**config.mk**
```make
export PLATFORM = sky130hd
export DESIGN_NAME = hyperbus_txn_scheduler
export DESIGN_NICKNAME = d
export VERILOG_FILES = /design/src/rtl/hyperbus_sched_pkg.sv /design/src/rtl/hyperbus_cs_decoder.sv /design/src/rtl/hyperbus_txn_scheduler.sv
export SDC_FILE = /design/constraint.sdc
export NUM_CORES = 1
export LEC_CHECK = 0
export ABC_AREA = 1
export CAP_MARGIN = 0
export CORE_ASPECT_RATIO = 0.9
export CORE_MARGIN = 2
export CORE_UTILIZATION = 45
export DETAILED_ROUTE_END_ITERATION = 10
export PLACE_DENSITY = 0.77
export SYNTH_ARGS = -nofsm -noshare
export SYNTH_HDL_FRONTEND = slang
export SYNTH_SLANG_ARGS = --single-unit
```
**constraint.sdc**
```tcl
create_clock -name clk_i -period 14.4 [get_ports clk_i]
set_clock_uncertainty 0.15 [all_clocks]
set_input_delay 2.88 -clock clk_i [delete_from_list [all_inputs] [get_ports clk_i]]
set_output_delay 2.88 -clock clk_i [all_outputs]
set_load 0.03 [all_outputs]
```
**src/rtl/hyperbus_sched_pkg.sv**
```systemverilog
// Shared types for the HyperBus transaction scheduler: FSM state encoding
// and the registered chunk descriptor presented to the PHY.
package hyperbus_sched_pkg;

  localparam int unsigned HB_NR_CS      = 2;
  localparam int unsigned HB_ADDR_WIDTH = 32;
  localparam int unsigned HB_LEN_WIDTH  = 16;

  typedef enum logic [2:0] {
    IDLE      = 3'd0,
    DECODE    = 3'd1,
    ISSUE     = 3'd2,
    WAIT_DONE = 3'd3,
    RECOVER   = 3'd4
  } sched_state_e;

  // Chunk descriptor; widths follow the default scheduler geometry above.
  typedef struct packed {
    logic [HB_ADDR_WIDTH-1:0] addr;
    logic [HB_LEN_WIDTH-1:0]  len;
    logic                     write;
    logic [HB_NR_CS-1:0]      cs;
    logic                     last;
  } chunk_t;

endpackage

```
**src/rtl/hyperbus_cs_decoder.sv**
```systemverilog
// Combinational address-map lookup: word address -> one-hot chip select,
// hit flag and the inclusive end address of the matching region.
// Region i occupies map bits [64i+31:64i] (start) and [64i+63:64i+32] (end).
module hyperbus_cs_decoder #(
  parameter int unsigned NR_CS      = 2,
  parameter int unsigned ADDR_WIDTH = 32
) (
  input  logic [ADDR_WIDTH-1:0] i_addr,
  input  logic [64*NR_CS-1:0]   i_map,
  output logic [NR_CS-1:0]      o_cs,
  output logic                  o_hit,
  output logic [ADDR_WIDTH-1:0] o_region_end
);

  // Scan from the highest region down so the lowest matching index wins.
  always_comb begin
    o_cs         = '0;
    o_hit        = 1'b0;
    o_region_end = '0;
    for (int i = NR_CS - 1; i >= 0; i--) begin
      if ((i_addr >= i_map[64*i +: ADDR_WIDTH]) &&
          (i_addr <= i_map[64*i + 32 +: ADDR_WIDTH])) begin
        o_cs         = '0;
        o_cs[i]      = 1'b1;
        o_hit        = 1'b1;
        o_region_end = i_map[64*i + 32 +: ADDR_WIDTH];
      end
    end
  end

endmodule

```
**src/rtl/hyperbus_txn_scheduler.sv**
```systemverilog
// HyperBus transaction scheduler: accepts linear word requests, splits them
// into PHY chunks bounded by the CS-low word budget and the CS region end,
// and inserts recovery cycles between chunks.
// Optional feature: define HYPERBUS_SCHED_STATS_EN to add stat_splits_o, a
// saturating count of chunks handed to the PHY that were not the last of
// their request.
//
// state     | meaning
// IDLE      | ready for a new request
// DECODE    | map lookup and chunk sizing for the current address
// ISSUE     | chunk presented to the PHY, waiting for tx_ready_i
// WAIT_DONE | PHY owns the bus, waiting for done_i
// RECOVER   | recovery count-down before the next chunk or IDLE
module hyperbus_txn_scheduler
  import hyperbus_sched_pkg::*;
#(
  parameter int unsigned NR_CS              = HB_NR_CS,
  parameter int unsigned ADDR_WIDTH         = HB_ADDR_WIDTH,
  parameter int unsigned LEN_WIDTH          = HB_LEN_WIDTH,
  parameter int unsigned ADDR_MAPPING_WIDTH = 64 * NR_CS
) (
  input  logic                          clk_i,
  input  logic                          rst_ni,
  input  logic [31:0]                   cfg_t_cs_max_i,
  input  logic [31:0]                   cfg_t_rwr_i,
  input  logic [ADDR_MAPPING_WIDTH-1:0] cfg_addr_mapping_i,
  input  logic                          req_valid_i,
  output logic                          req_ready_o,
  input  logic [ADDR_WIDTH-1:0]         req_addr_i,
  input  logic [LEN_WIDTH-1:0]          req_len_i,
  input  logic                          req_write_i,
  output logic                          tx_valid_o,
  input  logic                          tx_ready_i,
  output logic [ADDR_WIDTH-1:0]         tx_addr_o,
  output logic [LEN_WIDTH-1:0]          tx_len_o,
  output logic                          tx_write_o,
  output logic [NR_CS-1:0]              tx_cs_o,
  output logic                          tx_last_o,
  input  logic                          done_i,
  output logic                          err_o,
  output logic                          busy_o
`ifdef HYPERBUS_SCHED_STATS_EN
  ,
  output logic [31:0]                   stat_splits_o
`endif
);

  sched_state_e                  r_state;
  sched_state_e                  w_next_state;

  logic [ADDR_WIDTH-1:0]         r_addr;
  logic [LEN_WIDTH-1:0]          r_rem;
  logic                          r_write;
  logic [LEN_WIDTH-1:0]          r_budget;
  logic [31:0]                   r_rwr;
  logic [ADDR_MAPPING_WIDTH-1:0] r_map;
  logic [31:0]                   r_cnt;
  chunk_t                        r_chunk;

  logic [NR_CS-1:0]              w_cs;
  logic                          w_hit;
  logic [ADDR_WIDTH-1:0]         w_region_end;
  logic [ADDR_WIDTH:0]           w_room;
  logic [LEN_WIDTH-1:0]          w_lim;
  logic [LEN_WIDTH-1:0]          w_chunk_len;
  logic [LEN_WIDTH-1:0]          w_cs_max_lo;
  logic                          w_last;
  logic                          w_err;
  logic                          w_tx_hs;
  logic                          w_recover_tc;
  logic                          w_unused_cs_max;

  // Only the low LEN_WIDTH bits of the CS-low budget are meaningful.
  assign w_cs_max_lo     = cfg_t_cs_max_i[LEN_WIDTH-1:0];
  assign w_unused_cs_max = ^cfg_t_cs_max_i[31:LEN_WIDTH];

  hyperbus_cs_decoder #(
    .NR_CS      (NR_CS),
    .ADDR_WIDTH (ADDR_WIDTH)
  ) u_cs_decoder (
    .i_addr       (r_addr),
    .i_map        (r_map),
    .o_cs         (w_cs),
    .o_hit        (w_hit),
    .o_region_end (w_region_end)
  );

  // Chunk sizing: min(remaining, budget, words left in the CS region).
  always_comb begin
    w_room      = {1'b0, w_region_end} - {1'b0, r_addr} + (ADDR_WIDTH + 1)'(1);
    w_lim       = (r_rem < r_budget) ? r_rem : r_budget;
    w_chunk_len = (w_room < (ADDR_WIDTH + 1)'(w_lim)) ? w_room[LEN_WIDTH-1:0] : w_lim;
    w_last      = (w_chunk_len == r_rem);
    w_err       = !w_hit || (r_rem == '0);
  end

  assign w_tx_hs      = (r_state == ISSUE) && tx_ready_i;
  assign w_recover_tc = (r_cnt <= 32'd1);

  // State register.
  always_ff @(posedge clk_i or negedge rst_ni) begin
    if (!rst_ni) r_state <= IDLE;
    else         r_state <= w_next_state;
  end

  // Next-state logic and state-decoded handshake/status outputs.
  always_comb begin
    w_next_state = r_state;
    req_ready_o  = 1'b0;
    tx_valid_o   = 1'b0;
    err_o        = 1'b0;
    busy_o       = 1'b1;
    unique case (r_state)
      IDLE: begin
        req_ready_o = 1'b1;
        busy_o      = 1'b0;
        if (req_valid_i) w_next_state = DECODE;
      end
      DECODE: begin
        err_o        = w_err;
        w_next_state = w_err ? IDLE : ISSUE;
      end
      ISSUE: begin
        tx_valid_o = 1'b1;
        if (tx_ready_i) w_next_state = WAIT_DONE;
      end
      WAIT_DONE: begin
        if (done_i) w_next_state = RECOVER;
      end
      RECOVER: begin
        if (w_recover_tc) w_next_state = (r_rem != '0) ? DECODE : IDLE;
      end
      default: w_next_state = IDLE;
    endcase
  end

  // Request context: latched on accept, advanced on each chunk handshake.
  always_ff @(posedge clk_i or negedge rst_ni) begin
    if (!rst_ni) begin
      r_addr   <= '0;
      r_rem    <= '0;
      r_write  <= 1'b0;
      r_budget <= '0;
      r_rwr    <= '0;
      r_map    <= '0;
    end else begin
      if ((r_state == IDLE) && req_valid_i) begin
        r_addr   <= req_addr_i;
        r_rem    <= req_len_i;
        r_write  <= req_write_i;
        r_budget <= (w_cs_max_lo == '0) ? LEN_WIDTH'(1) : w_cs_max_lo;
        r_rwr    <= cfg_t_rwr_i;
        r_map    <= cfg_addr_mapping_i;
      end else if ((r_state == DECODE) && w_err) begin
        r_rem <= '0;
      end else if (w_tx_hs) begin
        r_addr <= r_addr + ADDR_WIDTH'(r_chunk.len);
        r_rem  <= r_rem - r_chunk.len;
      end
    end
  end

  // Registered chunk descriptor, captured in DECODE and held through ISSUE.
  always_ff @(posedge clk_i or negedge rst_ni) begin
    if (!rst_ni) begin
      r_chunk <= '0;
    end else if ((r_state == DECODE) && !w_err) begin
      r_chunk <= '{addr: r_addr, len: w_chunk_len, write: r_write, cs: w_cs, last: w_last};
    end
  end

  // Recovery down-counter; a load of 0 or 1 still spends one RECOVER cycle.
  always_ff @(posedge clk_i or negedge rst_ni) begin
    if (!rst_ni) begin
      r_cnt <= '0;
    end else if ((r_state == WAIT_DONE) && done_i) begin
      r_cnt <= r_rwr;
    end else if ((r_state == RECOVER) && !w_recover_tc) begin
      r_cnt <= r_cnt - 32'd1;
    end
  end

  assign tx_addr_o  = r_chunk.addr;
  assign tx_len_o   = r_chunk.len;
  assign tx_write_o = r_chunk.write;
  assign tx_cs_o    = r_chunk.cs;
  assign tx_last_o  = r_chunk.last;

`ifdef HYPERBUS_SCHED_STATS_EN
  logic [31:0] r_stat_splits;

  // Count non-final chunks accepted by the PHY, saturating at all ones.
  always_ff @(posedge clk_i or negedge rst_ni) begin
    if (!rst_ni) begin
      r_stat_splits <= '0;
    end else if (w_tx_hs && !r_chunk.last && (r_stat_splits != 32'hFFFF_FFFF)) begin
      r_stat_splits <= r_stat_splits + 32'd1;
    end
  end

  assign stat_splits_o = r_stat_splits;
`endif

endmodule

```
== Word-level counts from Yosys, hierarchy flattened ==
Cells that the tools add are included.

* Bits in registers: 312
* Input bits: 246
* Output and inout port bits: 56
* Word-level logic and storage cells: 84

* $add $sub $neg: 5
* Order comparisons: 7
* Eq/ne operators: 10
* Multiplexer cells: 28
* Reductions and logical operators: 21

{| class="wikitable"
|+ Operator list
! cell !! count
|-
| 2-to-1 mux 32 bit || 7
|-
| 2-to-1 mux 16 bit || 6
|-
| greater-or-equal comparator 32 bit || 2
|-
| less-or-equal comparator 32 bit || 2
|-
| adder 33 x 1 -> 33 bit, second input constant || 1
|-
| less-than comparator 33 x 16 -> 1 bit || 1
|-
| subtractor 32 x 32 -> 33 bit || 1
|-
| adder 32 x 16 -> 32 bit || 1
|-
| less-or-equal comparator 32 x 1 -> 1 bit, second input constant || 1
|-
| zero test 16 bit || 2
|-
| subtractor 32 x 1 -> 32 bit, second input constant || 1
|-
| == test 16 bit || 1
|-
| less-than comparator 16 bit || 1
|-
| nonzero test 16 bit || 1
|-
| subtractor 16 bit || 1
|-
| case mux 3 bit (5 select lines) || 1
|-
| 2-to-1 mux 3 bit || 4
|-
| inequality test 2 bit, second input constant || 5
|-
| logical AND 1 bit || 8
|-
| 2-to-1 mux 1 bit || 7
|-
| == test 3 x 2 -> 1 bit, second input constant || 2
|-
| 2-to-1 mux 2 bit || 3
|-
| AND reduction 4 bit || 1
|-
| nonzero test 2 bit || 2
|-
| 7 further kinds || 9
|}

== Logic depth before layout (Yosys ltp) ==
* Depth in word-level cells: 9
* Gate-level depth with buffers: 50
* Mapped depth without buffers: 48

== Hierarchy ==
From an unflattened synthesis, not the netlist that was laid out.

* Cells, all modules: 3,267
* Area total of the unflattened synthesis: 22,831.9 µm²

{| class="wikitable"
|+ By module, submodules not included
! module !! times used !! cells an instance !! area an instance (µm²) !! sequential area each (µm²)
|-
| hyperbus_txn_scheduler || 1 || 2,601 || 18,889.4 || 7,807.5
|-
| hyperbus_cs_decoder || 1 || 666 || 3,942.5 || 0.0
|}

== Least setup slack after synthesis ==
No wires, ideal clock.

* Kind: reg2reg
* Start: reg r_addr[0]
* End: reg r_chunk, in the netlist tx_last_o
* Library setup time: 65 ps
* Arrival: 5,256 ps
* Required time: 14,185 ps
* Path slack: 8,929 ps
* Stages on the path, launching flop included: 46
* Buffers on the path: 2
* Clock period less this slack: 5,471 ps
* Path through: dfrtp_1 -> inv_1 -> ha_1 -> o21ai_0 -> nand2_1 -> a31oi_1 -> nor2_1 -> o21ai_0 -> nand2_1 -> nand2_1 -> nand2_1 -> a21oi_1 -> o21ai_0 -> nand2_1 -> inv_1 -> nor2_1 -> inv_1 -> clkbuf_1 -> [10 not listed] -> a21oi_1 -> o21ai_0 -> nand4_1 -> nand2_1 -> inv_1 -> nand2_2 -> nor2_4 -> nand2_4 -> buf_6 -> nand2_2 -> nand2_1 -> nand2_1 -> nand2_1 -> nor2_1 -> nand2_1 -> nor2_1 -> nand3_1 -> nand2_1

* Cells in the longest elaborated chain, start to end: 9
* Elaborated cells on any way between the ends: 19
* Classes of those cells: add/sub (2); order compare (5); eq/ne (1); mux (5); reduce/logical (6)

{| class="wikitable"
|+ Ends and longest elaborated chain
! what !! line !! text
|-
| start, declared || hyperbus_txn_scheduler.sv:51 || <nowiki>logic [ADDR_WIDTH-1:0] r_addr;</nowiki>
|-
| start signal, assigned || hyperbus_txn_scheduler.sv:148 || <nowiki>r_addr <= req_addr_i;</nowiki>
|-
| start signal, assigned || hyperbus_txn_scheduler.sv:157 || <nowiki>r_addr <= r_addr + ADDR_WIDTH'(r_chunk.len);</nowiki>
|-
| greater-or-equal comparator 32 bit / less-or-equal comparator 32 bit (equally long branches) || hyperbus_cs_decoder.sv:21, hyperbus_cs_decoder.sv:22 ||
|-
| logical AND 1 bit || hyperbus_cs_decoder.sv:21 || <nowiki>if ((i_addr >= i_map[64*i +: ADDR_WIDTH]) &&</nowiki>
|-
| 2-to-1 mux 32 bit (2 in series) || hyperbus_cs_decoder.sv:21 ||
|-
| subtractor 32 x 32 -> 33 bit || hyperbus_txn_scheduler.sv:90 || <nowiki>w_room = {1'b0, w_region_end} - {1'b0, r_addr} + (ADDR_WIDTH + 1)'(1);</nowiki>
|-
| adder 33 x 1 -> 33 bit || hyperbus_txn_scheduler.sv:90 ||
|-
| less-than comparator 33 x 16 -> 1 bit || hyperbus_txn_scheduler.sv:92 || <nowiki>w_chunk_len = (w_room < (ADDR_WIDTH + 1)'(w_lim)) ? w_room[LEN_WIDTH-1:0] : w_lim;</nowiki>
|-
| 2-to-1 mux 16 bit || hyperbus_txn_scheduler.sv:92 ||
|-
| == test 16 bit || hyperbus_txn_scheduler.sv:93 || <nowiki>w_last = (w_chunk_len == r_rem);</nowiki>
|-
| end signal, assigned || hyperbus_txn_scheduler.sv:168 || <nowiki>r_chunk <= '{addr: r_addr, len: w_chunk_len, write: r_write, cs: w_cs, last: w_last};</nowiki>
|-
| end, declared || hyperbus_txn_scheduler.sv:58 || <nowiki>chunk_t r_chunk;</nowiki>
|}

Parallel ways exist; a longest one is shown, timed or not.
A chain may end at the register's enable or synchronous reset.

== Final worst setup path ==
Same ends and word-level chain as after synthesis.

==> out/summary.md <==
For this run, the number of Yosys warnings is 0. The worst path meets setup with 6.17 ns of slack. The number of antenna-violating nets in the routed design came out at 0.

Summed over all instances, the cell type with the most area after synthesis is sky130_fd_sc_hd__dfrtp_1. The global route total overflow was 0; the number of buffers added by the clock tree synthesis step was 36. The library cell used most frequently in the layout, excluding fill and tap cells, is sky130_fd_sc_hd__nand2_1. The logs give 312 for the number of clock sinks and 67900 um for the detailed-route wire length. For the number of DRC markers after the initial detailed-route iteration, the log shows 1705. The xor-xnor portion of the synthesized cell area was 2.98%. The height of the die is 214 um. For this run, the top clock speed supported by timing is 0.122 GHz. The detailed router put a total of 31100 um of wire on met1.

For the worst-skew pair, the clock arrives at the later sink with an insertion delay of 0.56 ns. The delay of the slowest cell on the worst path was 0.55 ns; the pin slew with the least headroom to its limit was 1.06 ns. STA classifies the critical path startpoint as a flip-flop. The first TritonRoute pass finished after 8 iterations. For this design, the slowest cell found on the critical path is sky130_fd_sc_hd__a31oi_1. Subtracting the final worst setup slack from the clock period gives 8.23 ns. The max-slew violation count came out at 0. The portion of synthesized area spent on multiplexers is 0.0510%. The worst hold path passes through 2 cells. The run gives 2 as the number of antenna violations at the first check in global routing. The most instantiated flip-flop cell in the synthesis netlist was sky130_fd_sc_hd__dfrtp_1. The final route contains 20.5k vias. The distinct cell type count of the synthesized netlist was 52; the number of buffers inserted by hold repair at cts was 0.

By area, the combinational part of the netlist is dominated by simple AND/OR/NAND/NOR gates. The floorplan step defined a core boundary enclosing 48100 sq um. The area fraction in compound gates after synthesis is 13.4%. After synthesis, the cell types taking the most area are sky130_fd_sc_hd__dfrtp_1, sky130_fd_sc_hd__nand2_1, sky130_fd_sc_hd__ha_1. The clock transition at the registers of the reported paths came out at 0.06 ns.

Compared with the post-synthesis result, the final layout area differs by 20.8%. The logs give 2 for the H-tree level count and 108000 um for the global-route wire length before repair. The cell that appears most often on the critical path is sky130_fd_sc_hd__nand2_1. The total of flip-flops plus latches after synthesis came out at 312. The initial utilization of the core area, before any placement, comes to 45.8%.

The post-synthesis adder-cell area fraction is 14.7%, and the maximum number of pins on one net before global-route repair is 220. Once layout is complete, the utilization of the core stands at 55.4%. Of all flip-flops after synthesis, the portion carrying an async set or reset was 100%. Input and output buffers added on the ports amount to 285. The via count of the first global-routing pass came out at 19.8k.

By startpoint and endpoint, the worst setup path is classified as flip-flop to flip-flop. The logs give 0 for the antenna cell count and 0.955 for the placer's final routability congestion estimate. In this run the worst path has a maximum fanout of 26. The tool flagged a number of max-cap violations equal to 0.

The quantity of gates resized following cts was 0. The flow ran to the end, and the final reports show no timing, DRC or antenna violations. After detailed routing, the met2 layer carries 29000 um of wire.

In the final layout, the share of cells above drive strength 1 is 4.41%. The number of top-level pins is 302, and the total global-route track usage is 26.8%. In this run the deepest clock path goes through 3 buffers.

The mapped netlist covers 22100 sq um. Prior to clock tree synthesis, the placed netlist has a worst setup slack of 6.47 ns. For the count of endpoints failing hold in the final timing report, the log shows 0. Sequential cells were found to cover 35.4% of the synthesized design area. The number of enable-type register cells in the synthesized netlist came out at 0.

After clock tree synthesis, the setup repair step added 0 buffers. The library cells used most frequently in the layout, excluding fill and tap cells, are sky130_fd_sc_hd__nand2_1, sky130_fd_sc_hd__inv_1, sky130_fd_sc_hd__dfrtp_1, sky130_fd_sc_hd__clkdlybuf4s50_1, sky130_fd_sc_hd__o21ai_0. The critical path arrival was 8.56 ns; the final cycle utilization of the critical path was 57.1%.

The final routed wire length divided by cell count was 17.5 um; the post-synthesis share of cell area spent on and, or, nand and nor gates was 24.3%. The die is 237 um wide. Highest routed metal layer: met4. TritonCTS built the clock tree. In the routed design, unresolved DRC markers number 0. Synthesis handed over a netlist of 2983 instances. The remaining max-slew budget at the tightest pin was 29.2%.

The worst register-to-register path has a depth of 44. Summed over all failing endpoints, the final setup total negative slack is 0 ns. The run gives 4504 as the layout filler cell count. Setup violations remaining at the end of the flow were counted as 0.

The final layout contains 3740 nets. At the worst endpoint, the required time is 14.73 ns. After synthesis, the mean cell area works out to 7.39 sq um.

The synthesized design devotes to its leading area cell type 35.4% of total area. Detail-routed via count per cell: 5.28. The tightest min-delay check is of the flip-flop to flip-flop type. The number of placement rows is 76. For the wire length on met3, the log shows 6160 um. The net count after synthesis was 3486; the half-perimeter wire length of the detailed placement result was 51800 um. The die covers 50800 sq um.

Capturing element type of the critical path: a flip-flop. The root buffer cell chosen for the clock tree is sky130_fd_sc_hd__clkbuf_16. Setup repair after global routing left no endpoint under its margin.
worst max-delay path, delay by kind of cell (launching register included):
| family | cells | cell delay (ns) |
|---|---|---|
| xor+xnor | 1 | 0.34 |
| simple gates | 27 | 3.28 |
| flops | 1 | 0.39 |
| compound gates | 7 | 1.82 |
| fa+ha+maj | 4 | 1.27 |
| buf+inv | 5 | 0.84 |
registers in the layout, summed over array words and instances (netlist names), 3 cells and up:
name       cells
r_cnt         32
r_rem         16
tx_len_o      16
r_addr        32
r_budget      16
r_map        128
tx_addr_o     32
r_state        3
r_rwr         32
cells in the mapped netlist, types with 30 or more instances:
master                     count
sky130_fd_sc_hd__o21ai_0     258
sky130_fd_sc_hd__nor2_1      145
sky130_fd_sc_hd__nand3_1     106
sky130_fd_sc_hd__inv_1       440
sky130_fd_sc_hd__nand2_1     891
sky130_fd_sc_hd__o22ai_1      34
sky130_fd_sc_hd__ha_1        254
sky130_fd_sc_hd__nand4_1      31
sky130_fd_sc_hd__a21oi_1     127
sky130_fd_sc_hd__dfrtp_1     312
sky130_fd_sc_hd__clkbuf_1     76
sky130_fd_sc_hd__o221ai_1     30
sky130_fd_sc_hd__nand2_2      32
sky130_fd_sc_hd__xor2_1       46
per-stage QoR:
stage	instances	cell area, sq um	hold slack (ns)
final	3887	26600	0.316
after CTS	3887	26600	0.318
after floorplan	2983	22100	0.286
after global routing	3887	26600	0.337
after detailed placement	3823	25500	0.304
after global placement	3823	25500	0.306
routing by layer:
layer / GRT usage (%) / vias up
met5: 0 / -
met4: 7.06 / 0
met3: 6.54 / 106
met2: 40.7 / 740
met1: 38.1 / 9457
li1: - / 10200
area by class of cell:
cell class,instances,area (sq um),share of cell area (%)
repair buffers,300,2980,11.2
clock inverters,9,128,0.479
multi-input cells,2139,12200,45.9
clock buffers,55,1020,3.84
well taps,624,781,2.93
inverters,448,1680,6.31
flip-flops and latches,312,7810,29.3
logic make-up after synthesis:
kind of cell | count (synthesis)
AOI/OAI and AO/OA | 521
xor gates and xnor gates | 75
adders and majority gates | 257
buffers and inverters | 532
DFF | 312
muxes | 1
and+or+nand+nor | 1285
final timing paths:
path | slack (ns) | from | end
setup / recovery | 6.17 | r_addr[0] | tx_last_o
hold / removal | 0.32 | r_rwr[16] | r_rwr[16]
setup reg to reg | 6.17 | r_addr[0] | tx_last_o
hold reg to reg | 0.32 | r_rwr[16] | r_rwr[16]
max in group asynchronous | 9.50 | rst_ni | r_rwr[5]
min in group asynchronous | 2.25 | rst_ni | r_map[72]
Power is not shown: default switching activity piles up to over one toggle a cycle in this logic, so the estimate is an artifact.
